--- src/rtl/supersonic_if.sv ---
// Ultrasonic range sensor interface: issues the sensor trigger pulse, times
// the echo pulse and converts it to millimetres with a prescaler and a
// saturating mm counter. A cooldown guard spaces consecutive measurements.
module supersonic_if #(
    parameter int unsigned TRIG_CYCLES  = 500,
    parameter int unsigned CYC_PER_MM   = 291,
    parameter int unsigned COOLDOWN     = 3_000_000,
    parameter int unsigned RISE_TIMEOUT = 1_500_000,
    parameter int unsigned ECHO_MAX     = 1_250_000
) (
    input  logic        clk,
    input  logic        rst,
    input  logic        trigger,
    output logic        triggerSuc,
    output logic        valid,
    output logic [31:0] distance,
    output logic        sr_trig,
    input  logic        echo
);

    typedef enum logic [2:0] {
        IDLE,
        COOL,
        TRIG,
        WAIT_ECHO,
        MEASURE,
        DONE
    } state_t;

    localparam logic [31:0] MM_SAT = 32'hFFFF_FFFE;

    state_t      state;
    state_t      state_next;

    logic        echo_m;
    logic        echo_s;

    logic [31:0] cool_cnt;
    logic [31:0] trig_cnt;
    logic [31:0] rise_cnt;
    logic [31:0] n_cnt;
    logic [31:0] presc;
    logic [31:0] mm_cnt;
    logic [31:0] result;

    logic        cool_expired;
    logic        echo_tick;
    logic        n_at_max;

    logic        sr_trig_d;
    logic        trig_suc_d;
    logic        valid_d;

    assign cool_expired = (cool_cnt >= COOLDOWN);
    assign echo_tick    = echo_s && ((state == WAIT_ECHO) || (state == MEASURE));
    // True when the echo-high cycle being sampled now is the ECHO_MAX-th one.
    assign n_at_max     = ((n_cnt + 32'd1) >= ECHO_MAX);

    // Two-flop synchronizer for the asynchronous echo pin.
    always_ff @(posedge clk) begin
        if (rst) begin
            echo_m <= 1'b0;
            echo_s <= 1'b0;
        end else begin
            echo_m <= echo;
            echo_s <= echo_m;
        end
    end

    // State register.
    always_ff @(posedge clk) begin
        if (rst) begin
            state <= IDLE;
        end else begin
            state <= state_next;
        end
    end

    // Next-state logic and the distance result captured on entry to DONE.
    always_comb begin
        state_next = state;
        result     = mm_cnt;
        case (state)
            IDLE: begin
                if (trigger) begin
                    state_next = COOL;
                end
            end
            COOL: begin
                if (cool_expired) begin
                    state_next = TRIG;
                end
            end
            TRIG: begin
                if (trig_cnt >= TRIG_CYCLES - 1) begin
                    state_next = WAIT_ECHO;
                end
            end
            WAIT_ECHO: begin
                if (echo_s) begin
                    if (n_at_max) begin
                        state_next = DONE;
                        result     = '1;
                    end else begin
                        state_next = MEASURE;
                    end
                end else if (rise_cnt >= RISE_TIMEOUT - 1) begin
                    state_next = DONE;
                    result     = '1;
                end
            end
            MEASURE: begin
                if (!echo_s) begin
                    state_next = DONE;
                    result     = mm_cnt;
                end else if (n_at_max) begin
                    state_next = DONE;
                    result     = '1;
                end
            end
            DONE: begin
                state_next = IDLE;
            end
            default: begin
                state_next = IDLE;
            end
        endcase
    end

    // Output decode from the upcoming state so the registered outputs line up with the state they describe.
    always_comb begin
        sr_trig_d  = (state_next == TRIG);
        trig_suc_d = (state == TRIG) && (state_next == WAIT_ECHO);
        valid_d    = (state_next == DONE);
    end

    // Registered outputs; distance only changes alongside valid.
    always_ff @(posedge clk) begin
        if (rst) begin
            sr_trig    <= 1'b0;
            triggerSuc <= 1'b0;
            valid      <= 1'b0;
            distance   <= '0;
        end else begin
            sr_trig    <= sr_trig_d;
            triggerSuc <= trig_suc_d;
            valid      <= valid_d;
            if (valid_d) begin
                distance <= result;
            end
        end
    end

    // Trigger pulse width counter, runs only while in TRIG.
    always_ff @(posedge clk) begin
        if (rst) begin
            trig_cnt <= '0;
        end else if (state == TRIG) begin
            trig_cnt <= trig_cnt + 32'd1;
        end else begin
            trig_cnt <= '0;
        end
    end

    // Echo rise timeout counter, runs only while waiting for the echo.
    always_ff @(posedge clk) begin
        if (rst) begin
            rise_cnt <= '0;
        end else if (state == WAIT_ECHO) begin
            rise_cnt <= rise_cnt + 32'd1;
        end else begin
            rise_cnt <= '0;
        end
    end

    // Echo-high measurement: raw cycle count plus prescaler/mm pair, cleared while the trigger pulse is out.
    always_ff @(posedge clk) begin
        if (rst || (state == TRIG)) begin
            n_cnt  <= '0;
            presc  <= '0;
            mm_cnt <= '0;
        end else if (echo_tick) begin
            n_cnt <= n_cnt + 32'd1;
            if (presc >= CYC_PER_MM - 1) begin
                presc <= '0;
                if (mm_cnt != MM_SAT) begin
                    mm_cnt <= mm_cnt + 32'd1;
                end
            end else begin
                presc <= presc + 32'd1;
            end
        end
    end

    // Cooldown counter: restarts in DONE, saturates at COOLDOWN, reads expired after reset.
    always_ff @(posedge clk) begin
        if (rst) begin
            cool_cnt <= 32'(COOLDOWN);
        end else if (state == DONE) begin
            cool_cnt <= '0;
        end else if (!cool_expired) begin
            cool_cnt <= cool_cnt + 32'd1;
        end
    end

endmodule

--- config.mk ---
export PLATFORM = sky130hd
export DESIGN_NAME = supersonic_if
export DESIGN_NICKNAME = d
export VERILOG_FILES = /design/src/rtl/supersonic_if.sv
export SDC_FILE = /design/constraint.sdc
export NUM_CORES = 1
export LEC_CHECK = 0
export BUFFER_PORTS_ARGS = -buffer_cell sky130_fd_sc_hd__buf_4
export CORE_UTILIZATION = 55
export DETAILED_ROUTE_END_ITERATION = 12
export PLACE_DENSITY = 0.72
export SLEW_MARGIN = 20
export SYNTH_ARGS = -nofsm -noshare
export SYNTH_HDL_FRONTEND = slang
export SYNTH_SLANG_ARGS = --single-unit
--- constraint.sdc ---
create_clock -name clk -period 3 [get_ports clk]
set_input_delay 0.15 -clock clk [delete_from_list [all_inputs] [get_ports clk]]
set_output_delay 0.15 -clock clk [all_outputs]
set_load 0.005 [all_outputs]
# == Yosys cells after proc, flatten, opt, wreduce, memory -nomap -nowiden ==
# Cells that the tools add are included.
# classes
n_bitwise,2
addsub,6
n_eq_ne,10
order_cmp,5
muxes,17
n_reduce_logical,9
# op_table
cell,n
adder 32 x 1 -> 32 bit (second input constant),6
two-way mux 32 bit,5
>= comparator 32 x 21 -> 1 bit (second input constant),2
>= comparator 32 x 9 -> 1 bit (second input constant),2
one-hot mux 32 bit (2 select lines),1
two-way mux 22 bit,2
>= comparator 32 x 22 -> 1 bit (second input constant),1
!= test 32 bit (second input constant),1
two-way mux 3 bit,7
one-hot mux 3 bit (5 select lines),1
== test 3 x 2 -> 1 bit (second input constant),4
== test 3 bit (second input constant),3
OR reduction 2 bit,3
== test 3 x 1 -> 1 bit (second input constant),1
logical NOT 3 bit,1
AND reduction 3 bit,1
logical AND 1 bit,2
logical OR 1 bit,2
!= test 2 x 1 -> 1 bit (second input constant),1
NOT 1 bit,2
two-way mux 1 bit,1
# word_totals
ff_bits,232
wordCells,63

# == Longest topological paths before layout ==
# depth
word_depth,7
ltp_mapped,12
depth_no_buf,9

# == Worst setup path before layout ==
# Ideal clock, no wire load.
# synth_path
kind,reg2reg
startpoint,register n_cnt[0]
endpoint,register distance[10]
t_arrival_ns,2.513
synth_period_minus_slack_ns,2.660
n_path_buf,2
stages_incl_launch_ff,11
path_slack_ns,0.340
path_cell_list,dfxtp_1 -> ha_1 -> nand3_4 -> or3_1 -> buf_2 -> nor4_1 -> mux2i_1 -> nand4_1 -> o31ai_4 -> buf_6 -> a311oi_2
# synth_between
elab_chain_cells,6
elab_cells_between_ends,12
classes_between,1 x add/sub; 1 x order compare; 1 x eq/ne; 9 x mux
# synth_rtl
element,line_no,source
"start, declared",41,logic [31:0] n_cnt;
"start signal, assigned",183,n_cnt <= n_cnt + 32'd1;
adder 32 x 1 -> 32 bit (*),57,assign n_at_max = ((n_cnt + 32'd1) >= ECHO_MAX);
>= comparator 32 x 21 -> 1 bit (*),57,
two-way mux 3 bit or two-way mux 1 bit (tied branches),"116, 101",
"two-way mux 3 bit, on equally long branches","113, 100",
one-hot mux 3 bit (5 select lines),83,case (state)
== test 3 bit,134,valid_d = (state_next == DONE);
"end signal, assigned",149,distance <= result;
"end, declared",16,"output logic [31:0] distance,"
# Mark *: on every way between the ends. The rest lies on a longest branch, timed or not.
# A chain may end at the register's enable or synchronous reset.

# == Worst setup path in the final report ==
# layout_path
startpoint,register n_cnt[0]
endpoint,register distance[17]
# The elaborated chain is that of the path after synthesis.

==> results.yml <==
floorplan:
  die_w_um: 142.3
  fp.dieH_um: 142.3
  die_area_um2: 20250
  initial_utilization_pct: 56.91
  io_pins: 39
  row_count: 50
  core_um2: 19020
synthesis:
  synth_area_leader_cell: "dfxtp_1"
  synth_edf_count: 0
  synth_top_area_share_pct: 42.91
  synth_async_sr_flop_share_pct: 0
  ys_seq_elements: 232
  yosysSeqAreaShare_pct: 42.91
  synthFlopType: "dfxtp_1"
  yosysWarnings: 0
  synth.area.top_cells: "dfxtp_1 (43%), nor2_1 (7.4%), xor2_1 (5.5%)"
  synth.avg_cell_area_um2: 8.550
  synthCells: 1266
  syn-num-nets: 1279
  syn_area_um2: 10820
  ys_types: 64
power_and_ir_drop:
  share_clk_of_total_power_pct: 48.0
  power.switching_uw: 1310
  ir_drop_mv: 0.3592
  p_seq_share_pct: 49.6
  p_comb_share_pct: 2.4
  leakage_uw: 0.004234
  p_total_uw: 6269
  power_density_nw_per_um2: 516.5
  p_int_uw: 4959
  swShare_pct: 20.89
layout:
  seqCellArea_um2: 4644
  layout_commonest_cell: "dfxtp_1"
  stdcell_count: 1565
  syn2layout_area_growth_pct: 12.14
  fin_nets: 1300
  multi_input_area_um2: 5679
  mostFrequentLayoutCells: "dfxtp_1 (232), nor2_1 (213), nand2_1 (80)"
  layout-drive-gt1-share_pct: 11.34
  n_fill_cell: 1646
  num_antenna_cells: 0
route:
  drc: 0
  drtPass1Iterations: 5
  wl_um: 21500
  vias: 8704
  ant_nets: 0
  drt_iter0_markers: 462
  post_drt_wl_per_cell_um: 13.73
  vias_per_cell: 5.562
clocking:
  cts_buffer_depth: 3
  cts.clk_slew.worst_paths_ps: 60
  post-cts-setup-buffer-count: 0
  cts.sinks: 232
  cts_buffers: 24
  root_buffer: "clkbuf_16"
  clkLatencyLatePin_ps: 510
  cts_max_level: 1
  cts_tree: "built"
placement:
  place_inst: 1520
  post-place-ws_ps: 169.7
  io_buffers: 38
  dpl.hpwl_um: 14330
  place_congestion: 0.8438
timing:
  finClkSkew_ps: 21.50
  fmax_mhz: 358.1
  slew_violations: 0
  hold-worst-slack_ps: 16.98
  finalHoldViolCount: 0
  slew_headroom_pct: 52.52
  period_share_pct: 93.08
  finalSetupViolCount: 0
  setup_ws_ps: 207.6
  period_needed_ps: 2792
  setup-tns-final_ps: 0
  rsz0062_at_grt: "false"
  worst_slew_pin_slew_ps: 712.2
grt:
  grt_pass1_wl_um: 36730
  grt_start_max_net_pins: 51
  grt_overflow: 0
  grt_use_total_pct: 21.61
  grt_pass1_vias: 7991
  grt_antenna_before_repair: 0
critical_path:
  cp.arrival_ps: 3160
  crit_fanout: 32
  end_kind: "register"
  start_kind: "register"
  worst-setup-path-type: "register to register"
  worstPathRequired_ps: 3370
min_path:
  hold_path.class: "input pin to register"
outcome:
  status: "finished, final reports clean"
run:
  drv_cap: 0
metal layers:
layer | vias to the layer above | track usage, % | part of all wire (%) | wire length, µm
li1 | 4496 | - | - | -
met1 | 4058 | 29.47 | 49 | 10560
met2 | 124 | 35.96 | 46 | 9788
met3 | 26 | 3.197 | 3.6 | 779
met4 | 0 | 5.037 | 1.7 | 370
met5 | - | 0 | 0 | 0
worst paths after layout:
check,slack (ps),end,cells past startpoint,from
worst max-delay path,210,distance[17],9,n_cnt[0]
worst min-delay path,20,mm_cnt[11],4,rst
worst max register to register,210,distance[17],9,n_cnt[0]
worst min register to register,440,echo_s,1,echo_m
through the flow:
step	area [µm²]	util, %
after CTS	12130	63.79
after global routing	12140	63.82
after detailed placement	11310	59.45
final	12140	63.82
after floorplan	10820	-
after global placement	11310	59.45
cell type report:
cell class	instances	area share, %
multi-input combinational	915	46.79
clock buffer	34	5.845
tap	260	2.680
inverter	56	1.732
timing repair buffer	58	3.814
clock inverter	10	0.8762
sequential	232	38.26
sequential cells by signal (all words and copies together) (netlist names):
register and flops:
distance 32, presc 32, sr_trig 1, trig_cnt 32
n_cnt 32, mm_cnt 32, cool_cnt 32, valid 1
triggerSuc 1, state 3, echo_s 1, echo_m 1
rise_cnt 32
repair_timing:
item                                   in CTS  in global routing
setup endpoints to repair                   0                 32
endpoints found under the hold margin       1                  0
hold buffers                                1                  0
resized for setup                           0                  1
Yosys cell counts, drive strengths merged, types with 3 or more instances:
cell	instances
and4	14
inv	56
or3	36
o21a	3
buf	17
and3	28
o21ai	37
xor2	68
nand2	80
a21oi	57
and2	17
nor2	213
o21bai	9
a31oi	12
xnor2	50
o311ai	6
or2	7
nor3b	3
nor3	24
clkbuf	46
nand2b	8
nand4	40
or4	16
a311oi	33
dfxtp	232
a41oi	3
ha	9
nor2b	6
nor4	28
nand3	66
o2111ai	4
o31ai	9
o211ai	6
kinds of logic after synthesis:
group | Yosys count | share of synthesized area [%]
and+or+nand+nor | 592 | 27.80
DFF | 232 | 42.91
AOI/OAI and AO/OA | 193 | 13.71
buffers and inverters | 119 | 4.705
xor gates and xnor gates | 118 | 9.548
adders and majority gates | 9 | 1.040
muxes | 3 | 0.2890
worst max-delay path, stage by stage (launching register included):
cell,delay (ps)
dfxtp_1,400
ha_1,240
nand3_4,110
or3_1,490
nor4_2,260
mux2i_1,300
nand4_1,190
o31ai_4,240
buf_12,270
a311oi_2,140
power groups by stage:
stage                     registers [µW]  clock network (µW)  logic [µW]
after floorplan                     3170                   0         114
after global routing                3110                3220         169
final                               3110                3010         152
after CTS                           3110                3080         154
after detailed placement            3180                   0         152
after global placement              3180                   0         152
(Power assumes the default switching activity.)
